<file path="src/rtl/snake_item_gen_if.sv">
// Request, occupancy-query and result signals between the game logic and
// the item placement generator.
interface snake_item_gen_if;
  logic        i_Start;
  logic        i_Seed_Load;
  logic [15:0] i_Seed;
  logic        i_Occ_Valid;
  logic        i_Occupied;
  logic        o_Query_Valid;
  logic [5:0]  o_Query_x;
  logic [5:0]  o_Query_y;
  logic [5:0]  o_Item_x;
  logic [5:0]  o_Item_y;
  logic        o_Done;
  logic        o_Busy;
  logic        o_Fail;

  // Game side: issues requests, answers occupancy queries.
  modport master (
    output i_Start, i_Seed_Load, i_Seed, i_Occ_Valid, i_Occupied,
    input  o_Query_Valid, o_Query_x, o_Query_y, o_Item_x, o_Item_y,
           o_Done, o_Busy, o_Fail
  );

  // Generator side.
  modport slave (
    input  i_Start, i_Seed_Load, i_Seed, i_Occ_Valid, i_Occupied,
    output o_Query_Valid, o_Query_x, o_Query_y, o_Item_x, o_Item_y,
           o_Done, o_Busy, o_Fail
  );
endinterface

</file>
<file path="src/rtl/snake_item_gen.sv">
// Snake item placement generator: draws candidates from a 16-bit Fibonacci
// LFSR, rejects cells outside the playfield or occupied by the snake, and
// reports the accepted cell (or a failure once the retry budget is spent).
module snake_item_gen #(
  parameter int XSIZE   = 48,   // max valid x, range 1..XSIZE
  parameter int YSIZE   = 63,   // max valid y, range 1..YSIZE (<= 63)
  parameter int MAX_TRY = 255   // rejections allowed before failing (1..255)
) (
  input  logic              i_Clk,
  input  logic              i_Rst,   // asynchronous, active-low
  snake_item_gen_if.slave   bus
);

  typedef enum logic [1:0] {IDLE, GEN, QUERY, DONE} state_t;

  localparam logic [15:0] SEED_DEFAULT = 16'hACE1;
  localparam logic [5:0]  X_MAX        = 6'(XSIZE);
  localparam logic [5:0]  Y_MAX        = 6'(YSIZE);
  localparam logic [7:0]  TRY_LIMIT    = 8'(MAX_TRY);

  state_t      state;
  logic [15:0] lfsr;
  logic [7:0]  try_cnt;

  logic [15:0] lfsr_next;
  logic [5:0]  cand_x;
  logic [5:0]  cand_y;
  logic        in_range;
  logic [7:0]  try_inc;
  logic        last_try;

  // Taps x^16+x^14+x^13+x^11+1, shifting the feedback in at the bottom.
  assign lfsr_next = {lfsr[14:0], lfsr[15] ^ lfsr[13] ^ lfsr[12] ^ lfsr[10]};
  assign cand_x    = lfsr_next[5:0];
  assign cand_y    = lfsr_next[11:6];
  // Coordinate 0 is the NULL cell, so it is never a legal placement.
  assign in_range  = (cand_x != 6'd0) && (cand_x <= X_MAX) &&
                     (cand_y != 6'd0) && (cand_y <= Y_MAX);
  assign try_inc   = try_cnt + 8'd1;
  assign last_try  = (try_inc == TRY_LIMIT);

  // Request FSM with LFSR, retry counter and all registered outputs.
  always_ff @(posedge i_Clk or negedge i_Rst) begin
    if (!i_Rst) begin
      // NOTE: the LFSR resets to a non-zero seed; an all-zero LFSR would lock up.
      state             <= IDLE;
      lfsr              <= SEED_DEFAULT;
      try_cnt           <= 8'd0;
      bus.o_Query_Valid <= 1'b0;
      bus.o_Query_x     <= 6'd0;
      bus.o_Query_y     <= 6'd0;
      bus.o_Item_x      <= 6'd0;
      bus.o_Item_y      <= 6'd0;
      bus.o_Done        <= 1'b0;
      bus.o_Busy        <= 1'b0;
      bus.o_Fail        <= 1'b0;
    end else begin
      // NOTE: non-blocking everywhere here, so every branch reads the
      // pre-edge values of state, lfsr and try_cnt regardless of order.
      bus.o_Done <= 1'b0;
      case (state)
        IDLE: begin
          // A seed loaded alongside i_Start is what GEN advances from next.
          if (bus.i_Seed_Load)
            lfsr <= (bus.i_Seed == 16'd0) ? SEED_DEFAULT : bus.i_Seed;
          if (bus.i_Start) begin
            try_cnt    <= 8'd0;
            bus.o_Fail <= 1'b0;
            bus.o_Busy <= 1'b1;
            state      <= GEN;
          end
        end

        GEN: begin
          lfsr          <= lfsr_next;
          bus.o_Query_x <= cand_x;
          bus.o_Query_y <= cand_y;
          if (in_range) begin
            bus.o_Query_Valid <= 1'b1;
            state             <= QUERY;
          end else begin
            try_cnt <= try_inc;
            if (last_try) begin
              bus.o_Fail <= 1'b1;
              bus.o_Done <= 1'b1;
              state      <= DONE;
            end
          end
        end

        QUERY: begin
          // Query stays up with a stable candidate until the game answers.
          if (bus.i_Occ_Valid) begin
            bus.o_Query_Valid <= 1'b0;
            if (!bus.i_Occupied) begin
              bus.o_Item_x <= bus.o_Query_x;
              bus.o_Item_y <= bus.o_Query_y;
              bus.o_Done   <= 1'b1;
              state        <= DONE;
            end else begin
              try_cnt <= try_inc;
              if (last_try) begin
                bus.o_Fail <= 1'b1;
                bus.o_Done <= 1'b1;
                state      <= DONE;
              end else begin
                state <= GEN;
              end
            end
          end
        end

        DONE: begin
          bus.o_Busy <= 1'b0;
          state      <= IDLE;
        end

        default: state <= IDLE;
      endcase
    end
  end

endmodule

</file>
<file path="src/flat_wrapper.sv">
// flat-port wrapper written by rule: the top's interface ports become plain ports
module snake_item_gen_flat 
#(
  parameter int XSIZE   = 48,                                 
  parameter int YSIZE   = 63,                                         
  parameter int MAX_TRY = 255                                                
)
  (i_Clk, i_Rst, bus_i_Start, bus_i_Seed_Load, bus_i_Seed, bus_i_Occ_Valid, bus_i_Occupied, bus_o_Query_Valid, bus_o_Query_x, bus_o_Query_y, bus_o_Item_x, bus_o_Item_y, bus_o_Done, bus_o_Busy, bus_o_Fail);
  snake_item_gen_if bus_i ();
  input  logic i_Clk;
  input  logic i_Rst;
  input wire logic [$bits(bus_i.i_Start)-1:0] bus_i_Start;
  input wire logic [$bits(bus_i.i_Seed_Load)-1:0] bus_i_Seed_Load;
  input wire logic [$bits(bus_i.i_Seed)-1:0] bus_i_Seed;
  input wire logic [$bits(bus_i.i_Occ_Valid)-1:0] bus_i_Occ_Valid;
  input wire logic [$bits(bus_i.i_Occupied)-1:0] bus_i_Occupied;
  output wire logic [$bits(bus_i.o_Query_Valid)-1:0] bus_o_Query_Valid;
  output wire logic [$bits(bus_i.o_Query_x)-1:0] bus_o_Query_x;
  output wire logic [$bits(bus_i.o_Query_y)-1:0] bus_o_Query_y;
  output wire logic [$bits(bus_i.o_Item_x)-1:0] bus_o_Item_x;
  output wire logic [$bits(bus_i.o_Item_y)-1:0] bus_o_Item_y;
  output wire logic [$bits(bus_i.o_Done)-1:0] bus_o_Done;
  output wire logic [$bits(bus_i.o_Busy)-1:0] bus_o_Busy;
  output wire logic [$bits(bus_i.o_Fail)-1:0] bus_o_Fail;
  assign bus_i.i_Start = bus_i_Start;
  assign bus_i.i_Seed_Load = bus_i_Seed_Load;
  assign bus_i.i_Seed = bus_i_Seed;
  assign bus_i.i_Occ_Valid = bus_i_Occ_Valid;
  assign bus_i.i_Occupied = bus_i_Occupied;
  assign bus_o_Query_Valid = bus_i.o_Query_Valid;
  assign bus_o_Query_x = bus_i.o_Query_x;
  assign bus_o_Query_y = bus_i.o_Query_y;
  assign bus_o_Item_x = bus_i.o_Item_x;
  assign bus_o_Item_y = bus_i.o_Item_y;
  assign bus_o_Done = bus_i.o_Done;
  assign bus_o_Busy = bus_i.o_Busy;
  assign bus_o_Fail = bus_i.o_Fail;
  snake_item_gen #(.XSIZE(XSIZE), .YSIZE(YSIZE), .MAX_TRY(MAX_TRY)) u_core (.i_Clk(i_Clk), .i_Rst(i_Rst), .bus(bus_i));
endmodule
</file>
<file path="config.mk">
export PLATFORM = sky130hd
export DESIGN_NAME = snake_item_gen_flat
export DESIGN_NICKNAME = d
export VERILOG_FILES = /design/src/rtl/snake_item_gen_if.sv /design/src/rtl/snake_item_gen.sv /design/src/flat_wrapper.sv
export SDC_FILE = /design/constraint.sdc
export NUM_CORES = 1
export LEC_CHECK = 0
export BUFFER_PORTS_ARGS = -buffer_cell sky130_fd_sc_hd__buf_2
export CORE_ASPECT_RATIO = 0.7
export CORE_MARGIN = 2
export CORE_UTILIZATION = 48
export DETAILED_ROUTE_END_ITERATION = 7
export GPL_TIMING_DRIVEN = 0
export PLACE_DENSITY = 0.73
export REMOVE_ABC_BUFFERS = 1
export SYNTH_ARGS = -nofsm -noshare
export SYNTH_HDL_FRONTEND = slang
export SYNTH_SLANG_ARGS = --single-unit
</file>
<file path="constraint.sdc">
create_clock -name i_Clk -period 2.2 [get_ports i_Clk]
set_input_delay 0.11 -clock i_Clk [delete_from_list [all_inputs] [get_ports i_Clk]]
set_output_delay 0.11 -clock i_Clk [all_outputs]
set_load 0.01 [all_outputs]
</file>
---- Word level (Yosys, flattened, before mapping) ----
Cells that the tools add are included.
storage, ports and cells
  register bits ........................... 54
  input bits .............................. 22
  output and inout port bits .............. 28
operators by class
  equal/unequal tests ..................... 11
  bitwise operators ....................... 4
  muxes and demuxes ....................... 31
  reductions and logical operators ........ 17
  $add $sub $neg .......................... 1
  magnitude comparators ................... 2
operators by type and width
  operator             number
  $mux 16              2
  $mux 8               4
  $pmux 16 s2          1
  $pmux 8 s3           1
  $logic_not 16->1     1
  $le 6x6->1 const B   2
  $mux 1               12
  $mux 2               6
  $reduce_bool 6->1    2
  $ne 2x2->1 const B   5
  $reduce_and 3->1     3
  $add 8x1->8 const B  1
  $eq 8x8->1 const B   1
  $pmux 2 s4           1
  $pmux 1 s2           3
  $reduce_bool 2->1    3
  $reduce_and 5->1     1
  $eq 2x2->1 const B   2
  $reduce_and 2->1     2
  $logic_and 1x1->1    3
  $ne 3x1->1 const B   1
  $pmux 1 s3           1
  $reduce_bool 3->1    1
  $xor 1x1->1          3
  4 further kinds      4

---- Longest topological paths before layout ----
  depth after elaboration ................. 9
  depth in mapped cells ................... 9
  gate-level depth less buffers ........... 8

---- Least setup slack after synthesis ----
No wires, ideal clock.
  path type ............................... flip-flop to flip-flop
  start ................................... register u_core.lfsr[10]
  end ..................................... register u_core.try_cnt[5]
  data arrival time ....................... 1,886 ps
  stages on the path, launching flop included .. 8
  path slack .............................. 222 ps
  path through ............................ dfstp_2 -> xor2_1 -> xnor2_1 -> mux2i_1 -> o31ai_2 -> or2_0 -> buf_2 -> o31ai_2
between the ends
  cells in the longest elaborated chain, start to end .. 7
  elaborated cells between the ends (all ways) .. 10
RTL lines
  element                                          line                   source
  start, declared                                  snake_item_gen.sv:22   logic [15:0] lfsr;
  start signal, assigned                           snake_item_gen.sv:65   lfsr <= (bus.i_Seed == 16'd0) ? SEED_DEFAULT : bus.i_Seed;
  start signal, assigned                           snake_item_gen.sv:75   lfsr <= lfsr_next;
  $xor 1x1->1                                      snake_item_gen.sv:33   assign lfsr_next = {lfsr[14:0], lfsr[15] ^ lfsr[13] ^ lfsr[12] ^ lfsr[10]};
  $le 6x6->1 or $reduce_bool 6->1 (tied branches)  snake_item_gen.sv:37   assign in_range = (cand_x != 6'd0) && (cand_x <= X_MAX) &&
  $logic_and 1x1->1 (2 in series)                  snake_item_gen.sv:37
  $logic_and 1x1->1 *                              snake_item_gen.sv:38   (cand_y != 6'd0) && (cand_y <= Y_MAX);
  $ne 2x2->1 (no source line) *                    -
  $reduce_and 5->1 (no source line) *              -
  end signal, assigned                             snake_item_gen.sv:82   try_cnt <= try_inc;
  end signal, assigned                             snake_item_gen.sv:101  try_cnt <= try_inc;
  end, declared                                    snake_item_gen.sv:23   logic [7:0] try_cnt;
Every way passes the cells marked *; elsewhere a longest branch is shown, timed or not.
A chain may end at the register's enable or synchronous reset.

---- Final worst setup path ----
Ends and elaborated chain as after synthesis.

==> flow_metrics.py <==
metrics = {
    "synthesis": {
        "yosys_warnings": 0,
        "synth_compound_area_share_pct": 17.14,
        "postSynthAreaPerCell_um2": 11.06,
        "yosys.area_share.simple_pct": 10.98,
        "synth_top_area_share_pct": 43.56,
        "synth_top_family_by_area": "compound AO/OA/AOI/OAI gates",
        "syn_inst": 239,
        "synthXorXnorAreaFrac_pct": 1.326,
        "yosys-top-cells-area": "dfrtp_1 (44%), mux2_2 (9.8%), dfstp_2 (8.0%)",
        "synth_seq_area_share_pct": 51.52,
        "ys_types": 43,
        "yosys_register_bits": 54,
        "synth.area.mux_share_pct": 13.59,
        "synth_top_area_cell": "dfrtp_1",
        "synth_adder_area_share_pct": 2.841,
        "syn-cell-area_um2": 2643,
    },
    "place": {
        "gp_congestion": 0.8697,
        "io_buffers": 49,
        "place_hpwl_um": 3797,
        "pre_cts_slack_ns": -1.652,
        "dpl_cell_area_um2": 2958,
    },
    "route": {
        "wl_um": 5541,
        "initialDrtViolationCount": 63,
        "drc": 0,
        "ant_nets": 0,
        "routed_via_density": 5.422,
        "wire_per_inst_um": 15.18,
        "drt-pass1-iter-count": 4,
        "vias": 1979,
    },
    "cells_and_area": {
        "fin_nets": 320,
        "antenna_cells": 0,
        "final_common_cell": "buf_2",
        "final_cell_area_um2": 3144,
        "drive_above_1_share_pct": 38.91,
        "fill_cells": 468,
        "layout_common_cells": "buf_2 (49), dfrtp_1 (42), nand2_1 (27)",
        "area_growth_pct": 18.99,
    },
    "global_routing": {
        "grt_pass1_vias": 1848,
        "overflow": 0,
        "grt_antenna_before_repair": 0,
        "grt_first_pass_wirelength_um": 9087,
        "grt_use_total_pct": 19.14,
        "grt_start_max_net_pins": 55,
    },
    "critical_path": {
        "r2r-start": "u_core.lfsr[10]",
        "ff2ff_path_depth": 7,
        "end_kind": "register",
        "setup.worst_path.start_class": "register",
        "required_ns": 2.42,
        "path_buf_inv": 1,
        "cp_cell_sequence": "xor2_1 -> xnor2_1 -> mux2i_2 -> buf_4 -> o31ai_4 -> or2_4 -> o31ai_2",
        "crit_slowest_cell": "dfstp_2",
        "critPathMaxStageDelay_ns": 0.59,
        "reg2reg_setup_slack_ns": 0.08,
        "crit_family": "flip-flops",
        "r2r-end": "u_core.try_cnt[5]",
        "crit_type": "register to register",
        "path_depth": 7,
        "cp_max_fo": 7,
        "cp.arrival_ns": 2.34,
    },
    "floorplan": {
        "start_util_pct": 50.00,
        "rows": 22,
        "die-area_um2": 6125,
        "die_w_um": 92.69,
        "die_h_um": 66.08,
        "io_pins": 50,
        "core_area_um2": 5285,
    },
    "sta": {
        "postLayoutSetupSlackWorst_ns": 0.07779,
        "clock_skew_ns": 0.01218,
        "period_share_pct": 96.46,
        "worst-slew-pin-transition_ns": 1.182,
        "fin_setup_tns_ns": 0,
        "finalHoldViolCount": 0,
        "relSlewSlack_pct": 21.19,
        "maxSlewViolCount": 0,
        "grt_setup_unrepaired": "no",
        "final-setup-viol-count": 0,
        "max_freq_mhz": 471.2,
        "min_period_ns": 2.122,
    },
    "hold_path": {
        "hold_path.class": "input port to asynchronous set/reset pin",
    },
    "clock_network": {
        "cts_buffer_depth": 2,
        "hold_buffers": 0,
        "cts-root-buf": "clkbuf_8",
        "numCtsBuffers": 5,
        "cts.htree.levels": 2,
        "cts_tree": "yes",
        "clkSinkCount": 54,
        "clkTransAtPathRegs_ns": 0.10,
        "clk_latency_ns": 0.31,
    },
    "power": {
        "power_density_nw_per_um2": 1529,
        "totalPowerFinal_mw": 4.808,
        "p_leak_nw": 1.408,
        "peakVddDrop_uv": 697.9,
    },
    "job": {
        "drv_cap": 0,
    },
    "outcome": {
        "status": "finished, final reports clean",
    },
}
[repair_timing]
action,in CTS,in global routing
setup endpoints to repair,29,21
buffers inserted,2,3
gates resized for setup,9,6
pin swaps,1,1
endpoints found under the hold margin,0,0
[cell type report]
class / count / area [µm²] / share of cell area [%]
tap: 72 / 90.09 / 2.865
clock inverter: 2 / 17.52 / 0.5571
clock buffer: 6 / 72.57 / 2.308
multi-input combinational: 167 / 1261 / 40.11
inverter: 9 / 35.03 / 1.114
sequential: 54 / 1366 / 43.45
timing repair buffer: 55 / 301.5 / 9.590
[synth_stat cells]
cell and n:
mux2_2 23, o21ai_1 8, xnor2_1 3, buf_2 1
clkbuf_1 7, o21a_1 4, or2_2 1, o32ai_4 1
or2_0 1, or4_4 1, o311a_1 1, nand2_1 27
nor4_1 4, and4_1 2, clkinv_1 1, buf_1 1
o311ai_0 1, nand2b_1 3, a22o_1 1, nand3_1 5
nand4_1 1, o41ai_2 1, and2_1 3, dfstp_2 8
o21ai_0 21, a2111o_1 1, xor2_1 1, nor2_1 7
mux2i_1 10, o31ai_1 4, and3_1 1, nor3_1 1
dfrtp_1 46, a41o_1 1, a21oi_1 5, o22a_1 2
or3b_1 1, ha_1 6, o22ai_1 9, inv_1 8
a31oi_1 1, o31ai_2 4, nor3b_1 1
[power by group]
part | internal [mW] | switching (mW) | leakage, nW
clock | 0.232 | 0.330 | 0.0458
combinational | 1.14 | 1.26 | 0.703
sequential | 1.48 | 0.363 | 0.659
total | 2.85 | 1.95 | 1.41
[metal layers]
metal | wire [µm] | global-route usage, %
met4 | 42 | 4.596
met3 | 238 | 4.333
met5 | 0 | 0
met2 | 2407 | 29.47
met1 | 2853 | 27.79
[sequential cells by signal (all words and copies together), names as in the netlist]
register / flops
u_core.state: 2
u_core.bus.o_Fail: 1
u_core.bus.o_Busy: 1
u_core.bus.o_Query_Valid: 1
u_core.try_cnt: 8
u_core.bus.o_Item_x: 6
u_core.bus.o_Item_y: 6
u_core.bus.o_Done: 1
u_core.bus.o_Query_y: 6
u_core.bus.o_Query_x: 6
u_core.lfsr: 16
[worst register-to-register path: cells and delay by family (launching register included)]
kind	cells	cell delay, ns
AOI/OAI and AO/OA	2	0.29
xor gates and xnor gates	2	0.39
buffers and inverters	1	0.16
DFF	1	0.59
muxes	1	0.31
and+or+nand+nor	1	0.29
[through the flow]
stage          std cells  hold slack [ns]  util [%]
2_1_floorplan        230          -0.1856         -
3_3_place_gp         351           0.4084     55.68
3_5_place_dp         352           0.4078     55.97
4_1_cts              362          0.06840     58.55
5_1_grt              365          0.09165     59.49
6_report             365          0.02986     59.49
[worst max-delay path by stage]
stage                                 start                 to  slack (ns)
final                       u_core.lfsr[10]  u_core.try_cnt[5]        0.08
after global routing        u_core.state[1]  u_core.try_cnt[6]        0.01
after CTS                 u_core.try_cnt[1]    u_core.state[1]       0.008
after detailed placement    u_core.state[1]  u_core.try_cnt[0]       -1.65
after global placement      u_core.state[1]  u_core.try_cnt[5]       -1.56
after floorplan             u_core.state[1]  u_core.try_cnt[5]       -0.73
[cells by family (layout without fill, tap and decap cells)]
| kind of cell | count (synthesis) | count (layout) |
|---|---|---|
| compound gates | 65 | 65 |
| mux | 33 | 33 |
| buf+inv | 18 | 72 |
| flops | 54 | 54 |
| simple gates | 59 | 59 |
| xor+xnor | 4 | 4 |
| fa+ha+maj | 6 | 6 |
(Power assumes the default switching activity.)
